<file path="config.mk">
export PLATFORM = sky130hd
export DESIGN_NAME = pattern_encoder_flat
export DESIGN_NICKNAME = d
export VERILOG_FILES = /design/src/rtl/pattern_pkg.sv /design/src/rtl/pattern_encoder_if.sv /design/src/rtl/pattern_prio_pick.sv /design/src/rtl/pattern_encoder.sv /design/src/flat_wrapper.sv
export SDC_FILE = /design/constraint.sdc
export NUM_CORES = 1
export LEC_CHECK = 0
export ABC_CLOCK_PERIOD_IN_PS = 2000
export BUFFER_PORTS_ARGS = -buffer_cell sky130_fd_sc_hd__buf_2
export CAP_MARGIN = 20
export CORE_AREA = 2 2 39 41
export CTS_BUF_LIST = sky130_fd_sc_hd__clkbuf_2 sky130_fd_sc_hd__clkbuf_4 sky130_fd_sc_hd__clkbuf_8
export DETAILED_ROUTE_END_ITERATION = 10
export DIE_AREA = 0 0 41 43
export SLEW_MARGIN = 15
export SYNTH_ARGS = -nofsm -noshare
export SYNTH_HDL_FRONTEND = slang
export SYNTH_SLANG_ARGS = --single-unit
</file>
<file path="constraint.sdc">
create_clock -name clk -period 2 [get_ports clk]
set_clock_uncertainty 0.2 [all_clocks]
set_input_delay 0.1 -clock clk [delete_from_list [all_inputs] [get_ports clk]]
set_output_delay 0.1 -clock clk [all_outputs]
set_load 0.02 [all_outputs]
</file>
<file path="src/rtl/pattern_pkg.sv">
// pattern_pkg
//   Shared definitions for the pattern encoder/decoder pair.
//   - PAT_N / PAT_CW : default number of event lines and code width.
//   - PAT_ONEHOT     : code-to-one-hot mapping shared with the 2-to-4
//                      decoder (code 0 <-> 4'b0001 ... code 3 <-> 4'b1000).
//   - pat_next_idx   : wrap-around increment of a code index.
package pattern_pkg;

  localparam int PAT_N  = 4;
  localparam int PAT_CW = 2;

  // Entry i is the one-hot pattern that code i decodes to.
  localparam logic [PAT_N-1:0] PAT_ONEHOT [PAT_N] = '{
    4'b0001, 4'b0010, 4'b0100, 4'b1000
  };

  // Index following i, wrapping from PAT_N-1 back to 0.
  function automatic logic [PAT_CW-1:0] pat_next_idx(input logic [PAT_CW-1:0] i);
    return (i == PAT_CW'(PAT_N - 1)) ? '0 : i + 1'b1;
  endfunction

endpackage

</file>
<file path="src/rtl/pattern_encoder_if.sv">
// pattern_encoder_if
//   Code output channel of the pattern encoder.
//   Signals:
//     out       : encoded index (CW bits)
//     out_valid : out holds a code
//     out_ready : consumer accepts out this cycle
//   Handshake: a transfer happens on every rising clock edge where
//   out_valid && out_ready. Once out_valid is high, out and out_valid stay
//   stable until that transfer; the producer never retracts or changes a
//   presented code. out_ready may depend on out_valid, not the reverse.
//   Modports: master = encoder (producer), slave = consumer.
interface pattern_encoder_if #(
  parameter int CW = 2
);
  logic [CW-1:0] out;
  logic          out_valid;
  logic          out_ready;

  modport master (output out, output out_valid, input out_ready);
  modport slave  (input out, input out_valid, output out_ready);
endinterface

</file>
<file path="src/rtl/pattern_prio_pick.sv">
// pattern_prio_pick
//   Combinational request picker. Searches req starting at index 'start'
//   and wrapping around; the first set bit found wins.
//   Ports:
//     req   : request vector (N bits)
//     start : first index to examine
//     idx   : index of the winning request (0 when none)
//     found : at least one request is set
module pattern_prio_pick #(
  parameter int N  = 4,
  parameter int CW = 2
) (
  input  logic [N-1:0]  req,
  input  logic [CW-1:0] start,
  output logic [CW-1:0] idx,
  output logic          found
);

  localparam int SW = CW + 1;

  logic [N-1:0] rot;
  logic [SW-1:0] sum;

  always_comb begin
    // Rotate so that bit 'start' lands at position 0; a plain lowest-index
    // search on the rotated vector then implements the wrapped search.
    rot   = N'({req, req} >> start);
    found = 1'b0;
    sum   = '0;
    // Descending scan: the last hit written is the lowest offset.
    for (int k = N - 1; k >= 0; k--) begin
      if (rot[k]) begin
        found = 1'b1;
        sum   = {1'b0, start} + SW'(k);
      end
    end
    if (sum >= SW'(N)) begin
      sum = sum - SW'(N);
    end
    idx = sum[CW-1:0];
  end

endmodule

</file>
<file path="src/rtl/pattern_encoder.sv">
// pattern_encoder
//   Event-to-code encoder/serializer. Event pulses on 'in' are captured into
//   a pending vector and emitted one index code per handshake on the output
//   channel. Its output can drive the pattern decoder directly.
//   Ports:
//     clk     : rising-edge clock
//     rst     : asynchronous active-high reset
//     in      : event pulses, bit i requests code i
//     en      : capture enable (in ignored when 0)
//     busy    : events pending or a code presented
//     ovf     : sticky overflow (event arrived for an already pending bit)
//     ovf_clr : synchronous clear of ovf (a same-cycle overflow wins)
//     bus     : code output channel (out / out_valid / out_ready)
//   Configuration macro PATTERN_ENCODER_RR_EN:
//     defined   -> round-robin pick with a rotating start pointer
//     undefined -> fixed lowest-index priority, no pointer register
module pattern_encoder
  import pattern_pkg::*;
#(
  parameter int N  = PAT_N,
  parameter int CW = PAT_CW
) (
  input  logic              clk,
  input  logic              rst,
  input  logic [N-1:0]      in,
  input  logic              en,
  output logic              busy,
  output logic              ovf,
  input  logic              ovf_clr,
  pattern_encoder_if.master bus
);

  logic [N-1:0]  pend;
  logic [N-1:0]  pend_next;
  logic [N-1:0]  cap;
  logic [N-1:0]  clr_mask;
  logic [CW-1:0] start;
  logic [CW-1:0] pick;
  logic          found;
  logic          slot_free;
  logic          load;
  logic          ovf_set;

  pattern_prio_pick #(
    .N  (N),
    .CW (CW)
  ) u_pick (
    .req   (pend),
    .start (start),
    .idx   (pick),
    .found (found)
  );

`ifdef PATTERN_ENCODER_RR_EN
  logic [CW-1:0] ptr;

  // Search resumes just past the last loaded index so every line is served.
  always_ff @(posedge clk or posedge rst) begin
    if (rst) begin
      ptr <= '0;
    end else if (load) begin
      ptr <= (pick == CW'(N - 1)) ? '0 : pick + 1'b1;
    end
  end

  assign start = ptr;
`else
  assign start = '0;
`endif

  always_comb begin
    slot_free = !bus.out_valid || bus.out_ready;
    load      = slot_free && found;
    clr_mask  = load ? (N'(1) << pick) : '0;
    cap       = en ? in : '0;
    // A bit loaded into the output and re-captured in the same cycle simply
    // stays pending; only a hit on a bit that remains pending is a duplicate.
    pend_next = (pend & ~clr_mask) | cap;
    ovf_set   = |(cap & pend & ~clr_mask);
  end

  always_ff @(posedge clk or posedge rst) begin
    if (rst) begin
      pend          <= '0;
      bus.out       <= '0;
      bus.out_valid <= 1'b0;
      ovf           <= 1'b0;
    end else begin
      pend <= pend_next;
      if (slot_free) begin
        bus.out_valid <= found;
        if (found) begin
          bus.out <= pick;
        end
      end
      if (ovf_set) begin
        ovf <= 1'b1;
      end else if (ovf_clr) begin
        ovf <= 1'b0;
      end
    end
  end

  // Derived from registers only: no path from 'in' to any output.
  assign busy = (|pend) | bus.out_valid;

endmodule

</file>
<file path="src/flat_wrapper.sv">
// flat-port wrapper written by rule: the top's interface ports become plain ports
module pattern_encoder_flat import pattern_pkg::*;
#(
  parameter int N  = PAT_N,
  parameter int CW = PAT_CW
)
  (clk, rst, in, en, busy, ovf, ovf_clr, bus_out, bus_out_valid, bus_out_ready);
  pattern_encoder_if #(.CW(CW)) bus_i ();
  input  logic clk;
  input  logic rst;
  input  logic [N-1:0] in;
  input  logic en;
  output logic busy;
  output logic ovf;
  input  logic ovf_clr;
  output wire logic [$bits(bus_i.out)-1:0] bus_out;
  output wire logic [$bits(bus_i.out_valid)-1:0] bus_out_valid;
  input wire logic [$bits(bus_i.out_ready)-1:0] bus_out_ready;
  assign bus_out = bus_i.out;
  assign bus_out_valid = bus_i.out_valid;
  assign bus_i.out_ready = bus_out_ready;
  pattern_encoder #(.N(N), .CW(CW)) u_core (.clk(clk), .rst(rst), .in(in), .en(en), .busy(busy), .ovf(ovf), .ovf_clr(ovf_clr), .bus(bus_i));
endmodule
</file>
* After elaboration in Yosys (flattened, before gate mapping)
Cells that the tools add are included.
W data, S select, Z words.
** Storage, ports and cells
- Bits of input ports :: 9
- Register bits after elaboration :: 8
- Output and inout bits :: 5
** Operators by class
- Reduce and logical (&&, ||, !) cells :: 7
- Shifts and indexed selects :: 1
- Mux-type cells :: 13
- Order comparisons :: 1
- Bitwise operators :: 6
- $add $sub $neg :: 1
** Operators with widths (count)
- $and A4 B4 Y4 :: 3
- $mux W3 :: 3
- $mux W4 :: 2
- $reduce_or A4 Y1 :: 2
- $mux W1 :: 6
- $mux W2 :: 2
- $not A4 Y4 :: 1
- $or A4 B4 Y4 :: 1
- $shl A1 B2 Y4 const A :: 1
- $ge A3 B3 Y1 const B :: 1
- $reduce_and A2 Y1 :: 1
- $reduce_bool A2 Y1 :: 1
- $sub A2 B1 Y2 const B :: 1
- $logic_and A1 B1 Y1 :: 1
- $logic_not A1 Y1 :: 1
- $logic_or A1 B1 Y1 :: 1
- $or A1 B1 Y1 :: 1

* Logic depth before layout (Yosys ltp)
Gate-level depths: netlist (run 1).
- Depth in word-level cells :: 12
- Mapped depth :: 5

* By module
From an unflattened synthesis (run 1), not the netlist that was laid out.
** Second synthesis, totals
- Cells, all modules :: 52
- Area, all modules :: 469.2 um2
** By module, submodules not included
- pattern_encoder :: area an instance 391.6 um2, cells an instance 37, times used 1
- pattern_prio_pick :: area an instance 77.6 um2, cells an instance 15, times used 1

* Least setup slack after synthesis (run 1)
No wires, ideal clock.
- Path type :: reg2reg
- Start :: reg u_core.bus.out_valid
- End :: reg u_core.ovf
- Cell stages (with the launch flop) :: 6
- Arrival time :: 1.408 ns
- Slack :: 0.251 ns
- Path buffers :: 1
- Library setup time :: 0.141 ns
- Required time :: 1.659 ns
- Cell sequence :: dfrtp_1 -> nor2b_1 -> buf_6 -> o311a_1 -> a311oi_1 -> o221ai_1
** Between the ends
- Longest elaborated chain between the ends :: 8
** RTL lines
- start, declared :: line pattern_encoder_if.sv:19 : modport master (output out, output out_valid, input out_ready);
- start signal, assigned :: line pattern_encoder.sv:91 : bus.out_valid <= found;
- $logic_not A1 Y1 * :: line pattern_encoder.sv:72 : slot_free = !bus.out_valid || bus.out_ready;
- $logic_or A1 B1 Y1 * :: line pattern_encoder.sv:72
- $logic_and A1 B1 Y1 * :: line pattern_encoder.sv:73 : load = slot_free && found;
- $mux W4 * :: line pattern_encoder.sv:74 : clr_mask = load ? (N'(1) << pick) : '0;
- $not A4 Y4 * :: line pattern_encoder.sv:79 : ovf_set = |(cap & pend & ~clr_mask);
- $and A4 B4 Y4 * :: line pattern_encoder.sv:79
- $reduce_or A4 Y1 * :: line pattern_encoder.sv:79
- $mux W1 / $reduce_bool A2 Y1 (equally long branches)
- end signal, assigned :: line pattern_encoder.sv:87 : ovf <= 1'b0;
- end signal, assigned :: line pattern_encoder.sv:97 : ovf <= 1'b1;
- end signal, assigned :: line pattern_encoder.sv:99 : ovf <= 1'b0;
- end, declared :: line pattern_encoder.sv:28 : output logic ovf,
Mark *: on every way between the ends. The rest lies on a longest branch, timed or not.
A chain may end at the register's enable or synchronous reset.

* Worst setup path after layout (run 1)
- Start :: reg u_core.pend[0]
- End :: reg u_core.pend[2]
** Between the ends
- Longest elaborated chain between the ends :: 8
** RTL lines
- start, declared :: line pattern_encoder.sv:33 : logic [N-1:0] pend;
- start signal, assigned :: line pattern_encoder.sv:89 : pend <= pend_next;
- $mux W3 :: line pattern_prio_pick.sv:32 : if (rot[k]) begin
- $ge A3 B3 Y1 / $sub A2 B1 Y2 (equally long branches) :: line pattern_prio_pick.sv:37, pattern_prio_pick.sv:38
- $mux W2 :: line pattern_prio_pick.sv:37 : if (sum >= SW'(N)) begin
- $shl A1 B2 Y4 :: line pattern_encoder.sv:74
- $mux W4 * :: line pattern_encoder.sv:74
- $not A4 Y4 * :: line pattern_encoder.sv:78 : pend_next = (pend & ~clr_mask) | cap;
- $and A4 B4 Y4 * :: line pattern_encoder.sv:78
- $or A4 B4 Y4 * :: line pattern_encoder.sv:78
- named net u_core.pend_next[2] :: line pattern_encoder.sv:34 : logic [N-1:0] pend_next;
The timed path passes the listed nets; every way through them passes the cells marked *.

==> metrics.cfg, run 1 <==
[outcome]
status=finished clean

[finish]
final_nets=77
drive_above_1_share=0.348
diodes=0
fillers=147
final_cell_area_sq_um=611
syn2layout_area_growth_pct=54.4

[sta]
min_period_ns=1.93
worst_pin_slew_ns=0.474
whs_ns=0.0179
slew_headroom=0.683
tns_ns=0
finalSetupViolCount=0
period_share=0.966
max_freq_ghz=0.517
rsz0062_at_grt=false
hold_viol=0
drv_slew=0

[clock_network]
h-tree-depth=1
clk_pin_slew_ns=0.05
cts_buffers=3
cts_root_buffer=clkbuf_4
clkLatencyLatePin_ns=0.25
clk_path_buf_depth=2
cts_tree=yes
cts.sinks=8

[synth]
ys_warn_count=0
ys_types=20
synth_seq_cells=8
synth_top_area_share=0.506
synth_nets=48
seq_area_frac_synth=0.506
yosysTopAreaCell=dfrtp_1
avgSynthCellArea_sq_um=10.1
synth_area_sq_um=395
postSynthCellCount=39
synth_area_leaders=dfrtp_1, a22o_1, a21oi_1, inv_1, nand2_1

[routing]
via_per_inst=4.66
post-route-drc-count=0
drtIter0Drc=2
drtAntennaViolNets=0
routed_wl_microns=916
dr.pass1.iters=3
wl_per_cell_microns=11.2
num_vias=382

[pwr]
net-switching-power_mw=0.128
p_clk_frac=0.275
p_per_area_mw_per_mm2=729
seq_power_share=0.460
p_leak_nw=0.283
p_comb_frac=0.265
p_sw_frac=0.288
internal-power_mw=0.317
total_power_mw=0.445
ir_drop_uv=241

[grt]
busiest_layer=met2
antenna_found_initial=0
grt_pass1_vias=352
grt_use_total=0.124
use_met2=0.159
grtUsageMet3=0.0314
grt_max_degree=9
overflow=0
use_met1=0.157
grt_pass1_wl_mm=1.41

[job]
maxCapViolations=0

[die]
fp.dieH_microns=43
design.core.area_sq_mm=0.00138
rows=14
floorplan.die_area_sq_mm=0.00176
initial_core_util=0.286
io_pins=14
die_x_microns=41

[hold_path]
hold_depth=3
min_path_type=input pin to register

[worst_setup_path]
reg2reg_depth=4
worstPathRequired_ns=1.93
path_max_fanout=5
worstPathArrival_ns=1.86
end_kind=register
path_class=register to register
cp-start-kind=register

[placement]
place.port_buffers=13
placed_area_sq_um=469
place.gp.congestion=0.746
dp.final_hpwl_microns=618

## critical path, stage by stage (launching register included)
cell	delay, ns
dfrtp_2	0.42
or2_4	0.27
nand2b_2	0.20
a22o_1	0.19
dlygate4sd3_1	0.55
## Yosys cell counts
cell type	n
inv_1	4
a311oi_1	1
nor2b_1	1
nand2b_2	1
nand4_1	1
o211a_1	1
nand2_1	4
or2_2	1
o22a_1	1
a21oi_1	3
buf_6	1
dfrtp_1	8
nor2_1	2
or3_2	2
or2_4	1
nand2b_1	1
o221ai_1	1
a22o_1	2
o311a_1	1
o21ai_0	2
## sequential cells by signal, indices dropped and copies added, names as in the netlist
register	cells
u_core.pend	4
u_core.bus.out	2
u_core.ovf	1
u_core.bus.out_valid	1
## per-layer routing
metal  up-vias  wire, microns  share of wire
li1        195              -              -
met1       174            451           0.49
met2         9            409           0.45
met3         4             26          0.028
met4         0             28          0.031
met5         -              0              0
## placed cells by master (no fill, tap or decap)
cell           instances
a21oi_1                3
a22o_1                 2
a311oi_1               1
buf_2                 13
buf_4                  1
clkbuf_4               3
dfrtp_1                7
dfrtp_2                1
dlygate4sd3_1         11
inv_1                  4
nand2_1                4
nand2b_1               1
nand2b_2               1
nand4_1                1
nor2_1                 2
nor2b_1                1
o211a_1                1
o21ai_0                2
o221ai_1               1
o22a_1                 1
o311a_1                1
or2_2                  1
or2_4                  1
or3_2                  2
## timing repair
action	in CTS	in global routing
endpoints found under the setup margin	0	1
endpoints found under the hold margin	13	0
buffers inserted	0	1
gates resized for setup	0	1
hold buffers	11	0
## through the flow
stage,utilization,worst slack (ns),instances
2_1_floorplan,-,0.251,39
3_3_place_gp,0.339,0.296,67
3_5_place_dp,0.339,0.281,67
4_1_cts,0.435,0.0588,81
5_1_grt,0.441,0.0169,82
6_report,0.441,0.0675,82
## cell type report
| class | instances | area (sq um) | share of cell area |
|---|---|---|---|
| clock buffer | 3 | 22.5 | 0.0369 |
| timing repair buffer | 25 | 183 | 0.299 |
| tap | 16 | 20.0 | 0.0328 |
| inverter | 4 | 15.0 | 0.0246 |
| multi-input combinational | 26 | 169 | 0.277 |
| sequential | 8 | 201 | 0.330 |
## power by group through the flow
stage               registers [mW]  clock network, mW  logic (mW)
finish                       0.204              0.122       0.118
global route                 0.208              0.138       0.132
CTS                          0.205              0.128       0.114
detailed placement           0.207                  0      0.0929
global placement             0.207                  0      0.0916
floorplan                    0.219                  0      0.0507
## final timing paths
path	from	to	slack [ns]
setup / recovery	u_core.pend[0]$_DFF_PP0_	u_core.pend[2]$_DFF_PP0_	0.07
hold / removal	bus_out_ready	u_core.bus.out[1]$_DFFE_PP0P_	0.02
setup reg to reg	u_core.pend[0]$_DFF_PP0_	u_core.pend[2]$_DFF_PP0_	0.07
hold reg to reg	u_core.bus.out[0]$_DFFE_PP0P_	u_core.bus.out[0]$_DFFE_PP0P_	0.28
max in group asynchronous	rst	u_core.pend[0]$_DFF_PP0_	1.20
min in group asynchronous	rst	u_core.bus.out[0]$_DFFE_PP0P_	0.14
## kinds of logic (layout without fill, tap and decap cells)
kind of cell | Yosys count | in the layout | share of synthesized area
and+or+nand+nor | 14 | 14 | 0.203
buffers and inverters | 5 | 32 | 0.0664
DFF | 8 | 8 | 0.506
AOI/OAI and AO/OA | 12 | 12 | 0.225
Power figures use the tool's default switching activity.
==> run 2, diff against run 1 <==
- BUFFER_PORTS_ARGS: -buffer_cell sky130_fd_sc_hd__buf_2 -> not set
- DONT_BUFFER_PORTS: not set -> 1
- SETUP_SLACK_MARGIN: not set -> 0.02
==> run 2 against run 1 <==
  * Sequential cell count unchanged
  * Count of clock-buffer cells in the layout unchanged
  * Highest routed layer unchanged
  * Register-to-register slack improved by 0.16 ns
  * Sequential share of layout area increased by 5.9 points
==> metrics.cfg, run 2 (synthesis gave the netlist of run 1 again) <==
[grt]
overflow=0  ; unchanged
grt_pass1_vias=341  ; -3.1%
grt_max_degree=9  ; unchanged
antenna_found_initial=0  ; unchanged
grt_use_total=0.130  ; +0.00606
grt_pass1_wl_mm=1.49  ; +5.9%

[finish]
final_nets=61  ; -21%
reg_top3=u_core.pend (4), u_core.bus.out (2)
largest_reg_flops=4  ; unchanged
utilization=0.372  ; -0.0696
diodes=0  ; unchanged
drive_above_1_share=0.180  ; -0.168
final_cell_mix=dlygate4sd3_1, dfrtp_1, inv_1, nand2_1
syn2layout_area_growth_pct=30.1
top_register=u_core.pend

[worst_setup_path]
worstPathArrival_ns=1.50  ; -0.36 ns
crit-reg2reg-launch=u_core.pend[1]$_DFF_PP0_
worstReg2RegEnd=u_core.ovf$_DFFE_PP0P_
worstPathRequired_ns=1.70  ; -0.23 ns
path_class=register to output pin
crit_start=u_core.pend[2]$_DFF_PP0_
cp-start-kind=register
rrSetupSlack_ns=0.23  ; +0.16 ns
reg2reg_depth=4  ; unchanged
path_max_fanout=6  ; +1
end_kind=output pin

[routing]
wl_per_cell_microns=13.6  ; +22%
routed_wl_microns=899  ; -1.9%
drtAntennaViolNets=0  ; unchanged
wl_met1_microns=402  ; -11%
post-route-drc-count=0  ; unchanged
wl_met2_microns=445  ; +8.8%
num_vias=330  ; -14%
drtIter0Drc=7  ; +5
via_per_inst=5.00  ; +7.3%
dr_wl_met3_microns=31  ; +19%
dr.pass1.iters=2  ; -1
top_layer=met4

[hold_path]
worstHoldStart=in[1]
min_path_type=input pin to register
min_to=u_core.ovf$_DFFE_PP0P_
hold_depth=3  ; unchanged

[die]
design.core.area_sq_mm=0.00138  ; unchanged
fp.dieH_microns=43  ; unchanged
rows=14  ; unchanged
initial_core_util=0.286  ; unchanged
die_x_microns=41  ; unchanged
io_pins=14  ; unchanged
floorplan.die_area_sq_mm=0.00176  ; unchanged

[clock_network]
post_cts_buffers=0  ; unchanged
cts_tree=yes
clk_path_buf_depth=2  ; unchanged
cts.sinks=8  ; unchanged
clkLatencyLatePin_ns=0.25  ; about the same
cts_buffers=3  ; unchanged
cts_root_buffer=clkbuf_4
clk_pin_slew_ns=0.06  ; about the same
h-tree-depth=1  ; unchanged

[pwr]
p_per_area_mw_per_mm2=812  ; +11%
p_leak_nw=0.225  ; -20%
ir_drop_uv=266  ; +10%

[sta]
finalSetupViolCount=0  ; unchanged
worst_pin_slew_ns=0.318  ; -0.156 ns
period_share=0.898  ; -0.0686
min_period_ns=1.80  ; -0.137 ns
drv_slew=0  ; unchanged
rsz0062_at_grt=false
slew_headroom=0.788  ; +0.105
max_freq_ghz=0.557  ; +7.6%
tns_ns=0  ; unchanged
hold_viol=0  ; unchanged

[outcome]
status=finished clean

[placement]
place.gp.congestion=0.710  ; -4.8%
dp.final_hpwl_microns=616  ; -0.44%
place.port_buffers=0  ; -13

[job]
maxCapViolations=0  ; unchanged

==> run 2: cell types whose count changed in the layout (fill, tap and decap cells not counted), sizes merged <==
| cell | change |
|---|---|
| dlygate4sd3 | -3 |
| buf | -13 |
==> run 2: through the flow <==
stage                     power, mW  hold WS, ns  worst slack, ns  instances  area [sq um]
after floorplan               0.269       -0.284            0.251         39           395
after global placement        0.281       -0.243            0.292         55           412
after detailed placement      0.283       -0.239            0.216         55           412
after CTS                     0.424     0.000992            0.206         66           514
after global routing          0.447       0.0211            0.126         66           514
final                         0.417      0.00695            0.205         66           514
==> run 2: worst max-delay path, stage by stage, from the launching register on <==
cell,delay [ns]
dfrtp_1,0.43
or2_2,0.32
or3_2,0.50
==> run 2: final cells by class <==
type                    instances  area (sq um)
clock buffers                   3          22.5
fillers                       150           870
inverters                       4          15.0
multi-input cells              26           169
flip-flops and latches          8           200
well taps                      16          20.0
repair buffers                  9          87.6
==> run 2: worst max path at each step <==
stage	endpoint	cells after the start
after floorplan	u_core.ovf$_DFFE_PP0P_	5
after global placement	u_core.ovf$_DFFE_PP0P_	4
after detailed placement	u_core.ovf$_DFFE_PP0P_	4
after CTS	busy	2
after global routing	u_core.ovf$_DFFE_PP0P_	4
final	busy	2
==> run 2: where the power goes <==
part           internal (mW)  leakage [nW]  total [mW]  switching (mW)
Combinational         0.0409         0.123      0.0721          0.0312
Sequential             0.185        0.0880       0.222          0.0375
Clock                 0.0687        0.0138       0.123          0.0543
Total                  0.294         0.225       0.417           0.123
==> run 2: what timing repair did <==
| item | 4_1_cts | 5_1_grt |
|---|---|---|
| hold endpoints to repair | 14 | 0 |
| resized for setup | 0 | 0 |
| endpoints found under the setup margin | 0 | 0 |
| hold buffers | 8 | 0 |
==> run 2: routing by layer <==
layer | global-route usage | vias to the layer above
met5 | 0 | -
met4 | 0.100 | 0
met3 | 0.0471 | 2
met2 | 0.188 | 8
met1 | 0.148 | 159
li1 | - | 161
